$ cat src/rtl/cpu_hazard_scheduler_pkg.sv
// Shared CPU type definitions: register-file size and execution-unit encoding
// used by the issue scheduler and its scoreboard.
package cpu_hazard_scheduler_pkg;

  localparam int CPU_REG_COUNT = 32;
  localparam int CPU_REG_IDX_W = 5;

  typedef enum logic [1:0] {
    CPU_UNIT_ALU    = 2'd0,
    CPU_UNIT_LOAD   = 2'd1,
    CPU_UNIT_MULDIV = 2'd2,
    CPU_UNIT_RSVD   = 2'd3
  } cpu_unit_e;

  // The reserved encoding behaves exactly like a single-cycle op.
  function automatic cpu_unit_e decode_unit(input logic [1:0] raw);
    cpu_unit_e u;
    case (raw)
      2'd1:    u = CPU_UNIT_LOAD;
      2'd2:    u = CPU_UNIT_MULDIV;
      default: u = CPU_UNIT_ALU;
    endcase
    return u;
  endfunction

endpackage

$ cat src/rtl/cpu_hazard_scheduler_scoreboard.sv
// Pending-bit array for registers owned by multi-cycle producers, with two
// clear ports, one set port and four reads that see same-cycle clears.
module cpu_scoreboard
  import cpu_hazard_scheduler_pkg::*;
#(
  parameter int REG_COUNT = CPU_REG_COUNT
) (
  input  logic                            clock,
  input  logic                            reset_n,
  input  logic                            set_en,
  input  logic [CPU_REG_IDX_W-1:0]        set_idx,
  input  logic                            clr_a_en,
  input  logic [CPU_REG_IDX_W-1:0]        clr_a_idx,
  input  logic                            clr_b_en,
  input  logic [CPU_REG_IDX_W-1:0]        clr_b_idx,
  input  logic [3:0][CPU_REG_IDX_W-1:0]   read_idx,
  output logic [3:0]                      read_busy,
  output logic [REG_COUNT-1:0]            pending
);

  localparam logic [REG_COUNT-1:0] ONE = {{(REG_COUNT-1){1'b0}}, 1'b1};

  function automatic logic [REG_COUNT-1:0] onehot(input logic [CPU_REG_IDX_W-1:0] idx);
    return (int'(idx) < REG_COUNT) ? (ONE << idx) : '0;
  endfunction

  logic [REG_COUNT-1:0] clr_mask;
  logic [REG_COUNT-1:0] set_mask;
  logic [REG_COUNT-1:0] pending_next;

  always_comb begin
    clr_mask = '0;
    set_mask = '0;
    if (clr_a_en) clr_mask = clr_mask | onehot(clr_a_idx);
    if (clr_b_en) clr_mask = clr_mask | onehot(clr_b_idx);
    if (set_en)   set_mask = onehot(set_idx);
    // Set is applied after clear so a new producer wins over a retiring one.
    pending_next = ((pending & ~clr_mask) | set_mask) & ~ONE;
  end

  always_comb begin
    read_busy = '0;
    for (int k = 0; k < 4; k++) begin
      read_busy[k] = (read_idx[k] != '0) && (|(pending & ~clr_mask & onehot(read_idx[k])));
    end
  end

  always_ff @(posedge clock) begin
    if (!reset_n) pending <= '0;
    else          pending <= pending_next;
  end

endmodule

$ cat src/rtl/cpu_hazard_scheduler.sv
// Decode-side issue gate: stalls on RAW/WAW against multi-cycle producers and
// on the single mul/div unit, and counts stalled cycles.
module cpu_hazard_scheduler
  import cpu_hazard_scheduler_pkg::*;
#(
  parameter int REG_COUNT = CPU_REG_COUNT,
  parameter int CNT_W     = 32
) (
  input  logic                 i_clock,
  input  logic                 i_reset_n,
  input  logic                 i_issue_valid,
  input  logic [2:0]           i_issue_have_rs,
  input  logic [4:0]           i_issue_rs1,
  input  logic [4:0]           i_issue_rs2,
  input  logic [4:0]           i_issue_rs3,
  input  logic                 i_issue_have_rd,
  input  logic [4:0]           i_issue_rd,
  input  logic [1:0]           i_issue_unit,
  input  logic                 i_flush,
  input  logic                 i_load_done,
  input  logic [4:0]           i_load_rd,
  input  logic                 i_muldiv_done,
  input  logic [4:0]           i_muldiv_rd,
  output logic                 o_stall,
  output logic                 o_issue_accept,
  output logic                 o_muldiv_busy,
  output logic [REG_COUNT-1:0] o_pending,
  output logic [CNT_W-1:0]     o_stall_cycles
);

  cpu_unit_e  unit;
  logic       multi_cycle;
  logic [3:0] read_busy;
  logic [3:0] hazard;
  logic       structural;
  logic       muldiv_busy;
  logic [CNT_W-1:0] stall_cycles;

  assign unit        = decode_unit(i_issue_unit);
  assign multi_cycle = (unit == CPU_UNIT_LOAD) || (unit == CPU_UNIT_MULDIV);

  cpu_scoreboard #(.REG_COUNT(REG_COUNT)) u_scoreboard (
    .clock     (i_clock),
    .reset_n   (i_reset_n),
    .set_en    (o_issue_accept && multi_cycle && i_issue_have_rd && (i_issue_rd != 5'd0)),
    .set_idx   (i_issue_rd),
    .clr_a_en  (i_load_done),
    .clr_a_idx (i_load_rd),
    .clr_b_en  (i_muldiv_done),
    .clr_b_idx (i_muldiv_rd),
    .read_idx  ({i_issue_rd, i_issue_rs3, i_issue_rs2, i_issue_rs1}),
    .read_busy (read_busy),
    .pending   (o_pending)
  );

  // Handshake: decode presents i_issue_valid and holds the instruction; it is
  // taken in any cycle with o_issue_accept = 1, otherwise held (o_stall) or
  // dropped (i_flush). Both outputs are combinational and never both high.
  assign hazard[2:0]    = i_issue_have_rs & read_busy[2:0];
  assign hazard[3]      = i_issue_have_rd & read_busy[3];
  assign structural     = (unit == CPU_UNIT_MULDIV) && muldiv_busy && !i_muldiv_done;
  assign o_stall        = i_issue_valid && !i_flush && ((|hazard) || structural);
  assign o_issue_accept = i_issue_valid && !i_flush && !o_stall;
  assign o_muldiv_busy  = muldiv_busy;
  assign o_stall_cycles = stall_cycles;

  always_ff @(posedge i_clock) begin
    if (!i_reset_n) begin
      muldiv_busy  <= 1'b0;
      stall_cycles <= '0;
    end else begin
      if (o_issue_accept && (unit == CPU_UNIT_MULDIV)) muldiv_busy <= 1'b1;
      else if (i_muldiv_done)                          muldiv_busy <= 1'b0;
      if (o_stall && (stall_cycles != '1)) stall_cycles <= stall_cycles + 1'b1;
    end
  end

endmodule

$ cat config.mk
export PLATFORM = sky130hd
export DESIGN_NAME = cpu_hazard_scheduler
export DESIGN_NICKNAME = d
export VERILOG_FILES = /design/src/rtl/cpu_hazard_scheduler_pkg.sv /design/src/rtl/cpu_hazard_scheduler_scoreboard.sv /design/src/rtl/cpu_hazard_scheduler.sv
export SDC_FILE = /design/constraint.sdc
export NUM_CORES = 1
export LEC_CHECK = 0
export CORE_MARGIN = 1.5
export CORE_UTILIZATION = 47
export DETAILED_ROUTE_END_ITERATION = 12
export PLACE_DENSITY = 0.85
export SYNTH_ARGS = -nofsm -noshare
export SYNTH_HDL_FRONTEND = slang
export SYNTH_HIERARCHICAL = 1
export SYNTH_SLANG_ARGS = --single-unit
$ cat constraint.sdc
create_clock -name i_clock -period 4 [get_ports i_clock]
set_input_delay 0.8 -clock i_clock [delete_from_list [all_inputs] [get_ports i_clock]]
set_output_delay 0.8 -clock i_clock [all_outputs]
set_load 0.02 [all_outputs]
==> metrics.md <==
| Metric | Value |
|---|---|
| CTS sink cnt | `64` |
| YS warnings | `6` |
| Cells after Synth | `641` |
| Switch share | `0.305` |
| Slew HR | `0.286` |
| Synth-to-Final Area Change | `71.6%` |
| HP Class | `reg2reg` |
| RePlAce Congestion | `1.16` |
| # IOs | `around 110` |
| Vias | `7,143` |
| Largest area contributor in the netlist | `dfxtp_1` |
| Setup TNS | `-10.50 ns` |
| Largest net degree at the start of global routing | `38` |
| Fill count | `651` |
| Post-synth top cells | `nand2_1 (69), dfxtp_1 (64), nor2_1 (47)` |
| P_sw | `0.465 mW` |
| Max IR drop VDD | `a little under 0.3 mV` |
| Final setup viols | `55` |
| Routed wire per std cell | `around 24 µm` |
| Clock slew at reported path FFs | `approximately 0.070 ns` |
| Synth top area share | `0.260` |
| Leakage power | `about 3.0 nW` |
| Initial antenna violation count | `0` |
| Diodes inserted | `0` |
| Die Width | `approximately 110 µm` |
| Count leader, synth | `nand2_1` |
| Detail Placement HPWL | `between 15 and 20 mm` |
| Number of synthesized flops with an enable pin | `0` |
| Longest Clk Path Bufs | `2` |
| Cell Int Power | `between 1 and 1.5 mW` |
| Critical Path AT | `~3.6 ns` |
| Yosys reg bits | `64` |
| Final wirelength | `around 26 mm` |
| Ys flop type | `dfxtp_1` |
| First-pass GRT wire length | `36.1 mm` |
| CP Data Required Time | `~3.2 ns` |
| Die Area | `roughly 11,000 µm²` |
| Seq/Total Area, Yosys | `0.260` |
| Reg2reg setup slack | `0.41 ns` |
| H-tree depth | `3` |
| Layout Utilization | `0.824` |
| Root buf cell | `clkbuf_8` |
| Worst-Skew Late Latency | `roughly 0.36 ns` |
| Clock network power share | `0.348` |
| Failing checks | `setup timing` |
| CTS tree | `built` |
| Nets | `between 900 and 1,000` |
| Slew Viols, Final | `0` |
| Worst Setup Start Kind | `primary input` |
| CP Max Fanout | `5` |
| Setup WS post-layout | `-0.439 ns` |
| Worst Setup Path Type | `in2out` |
| Status | `complete, but fails checks` |
| Mean Syn Cell Area | `slightly below 8 µm²` |
| CTS Buf Count | `9` |
| CP Capture Type | `primary output` |
| Post-Syn Area | `4930 µm²` |
| IO Port Bufs | `around 110` |
| Initial Utilization | `0.480` |
| Non-Filler Instances | `1,060` |
| Unrepaired setup endpoints after global routing | `yes` |
| Remaining antenna violation count | `0` |
| Final hold viol count | `0` |
| PwrDens | `between 150 and 200 nW/µm²` |
| Slew @ Worst Pin | `between 1 and 1.5 ns` |
| Remaining Overflow, GRT | `0` |
| Core Region | `10,300 µm²` |
| Chip Height | `105 µm` |
| Netlist cell types | `77` |
| Tot GR Track Use | `0.421` |
| # DRC | `0` |
| Std cell rows | `37` |
| Max-cap violations | `0` |
| Final instance area | `between 8000 and 9000 µm²` |
| Ys async rst share | `0` |
| Clock Skew | `0.00916 ns` |
| First-pass iteration count of the detailed router | `6` |
| Tmin final | `approximately 4.4 ns` |
| Register area | `around 1300 µm²` |
| Period utilization | `1.11` |
| Syn_nets | `685` |
| Maximum clock rate | `between 0.2 and 0.25 GHz` |
| Multi-input logic area | `4030 µm²` |
| DR vias/cell | `about 6.7` |
| Placed cell count | `~1,000` |
| Flop pwr share | `0.419` |
| Combinational share of power | `0.233` |
| Dpl cell area | `roughly 7300 µm²` |
| Layout cells sized above 1 | `0.367` |
| # hold bufs at CTS | `0` |
| Vias in the first global route | `approximately 6,600` |
| Top post-synthesis cells by area | `dfxtp_1 (26%), nand2_1 (5.2%), a21boi_0 (4.0%)` |
| Initial DRC Count | `between 900 and 1,000` |
layout make-up:
class | count | share of cell area
clock buffers | 12 | 0.0183
inverters | 15 | 0.00665
clock inverters | 4 | 0.00340
well taps | 136 | 0.0201
multi-input cells | 527 | 0.475
repair buffers | 302 | 0.325
flip-flops and latches | 64 | 0.151
sequential cells by signal, indices dropped and copies added (netlist names):
| signal | count |
|---|---|
| o_stall_cycles | 32 |
| u_scoreboard/pending | 31 |
| o_muldiv_busy | 1 |
cells in the final DEF (no fill, tap or decap), drive strengths merged, types with 14 or more instances in the layout:
cell,synthesis,final
buf,9,207
clkdlybuf4s50,0,92
nand2,69,69
dfxtp,64,64
nor2,47,47
o21ai,34,34
a21oi,33,33
o221ai,29,29
a21boi,26,26
nand3,24,24
or3,23,23
nand2b,19,19
o22ai,17,17
nand3b,16,16
nor3,16,16
inv,15,15
nand4,15,15
nor4,15,15
clkbuf,27,14
worst max-delay path: stages:
cell and delay, ns:
buf_6 0.11, buf_6 0.12, nand3b_1 0.30, buf_4 0.23
buf_4 0.13, o221ai_4 0.22, buf_4 0.23, nor4_1 0.07
a2111oi_1 0.44, nand4b_1 0.21, a22oi_2 0.32, buf_4 0.19
a31oi_4 0.10, buf_6 0.15
power by group through the flow:
stage | clock network, mW | logic, mW | registers, mW
2_1_floorplan | 0 | 0.122 | 0.655
3_3_place_gp | 0 | 0.279 | 0.654
3_5_place_dp | 0 | 0.283 | 0.654
4_1_cts | 0.522 | 0.315 | 0.640
5_1_grt | 0.550 | 0.370 | 0.640
6_report | 0.531 | 0.356 | 0.640
stage by stage:
| step | setup WS (ns) | hold WS [ns] | total power, mW |
|---|---|---|---|
| 2_1_floorplan | -0.0252 | 0.549 | 0.777 |
| 3_3_place_gp | -1.24 | 0.465 | 0.933 |
| 3_5_place_dp | -1.27 | 0.492 | 0.937 |
| 4_1_cts | -0.184 | 0.507 | 1.48 |
| 5_1_grt | -0.510 | 0.550 | 1.56 |
| 6_report | -0.439 | 0.520 | 1.53 |
logic make-up (layout without fill, tap and decap cells):
| family | count (synthesis) | in the layout | share of synthesized area |
|---|---|---|---|
| compound gates | 198 | 199 | 0.301 |
| xor+xnor | 4 | 4 | 0.00710 |
| fa+ha+maj | 2 | 2 | 0.00507 |
| buf+inv | 51 | 333 | 0.0459 |
| flops | 64 | 64 | 0.260 |
| mux | 13 | 13 | 0.0289 |
| other cells | 1 | 1 | 0.000760 |
| simple gates | 308 | 308 | 0.352 |
path summary, 6_finish.rpt:
check,start,endpoint,depth (start not counted)
max,i_muldiv_rd[0],o_stall,14
min,o_stall_cycles[10],o_stall_cycles[10],2
max reg2reg,u_scoreboard/pending[2],u_scoreboard/pending[9],17
min reg2reg,o_stall_cycles[10],o_stall_cycles[10],2
routing by layer:
metal / share of wire / track usage / vias to the layer above / wire length, µm
met5: 0 / 0 / - / 0
met4: 0.078 / 0.247 / 0 / 1990
met3: 0.11 / 0.0996 / 168 / 2850
met2: 0.45 / 0.677 / 639 / 11600
met1: 0.36 / 0.510 / 3290 / 9250
li1: - / - / 3046 / -
repair_timing:
action	4_1_cts	5_1_grt
gates cloned	0	3
pin swaps	42	58
gates resized for setup	144	97
endpoints found under the hold margin	0	0
endpoints found under the setup margin	65	55
buffers inserted	32	7
Power figures use the tool's default switching activity.
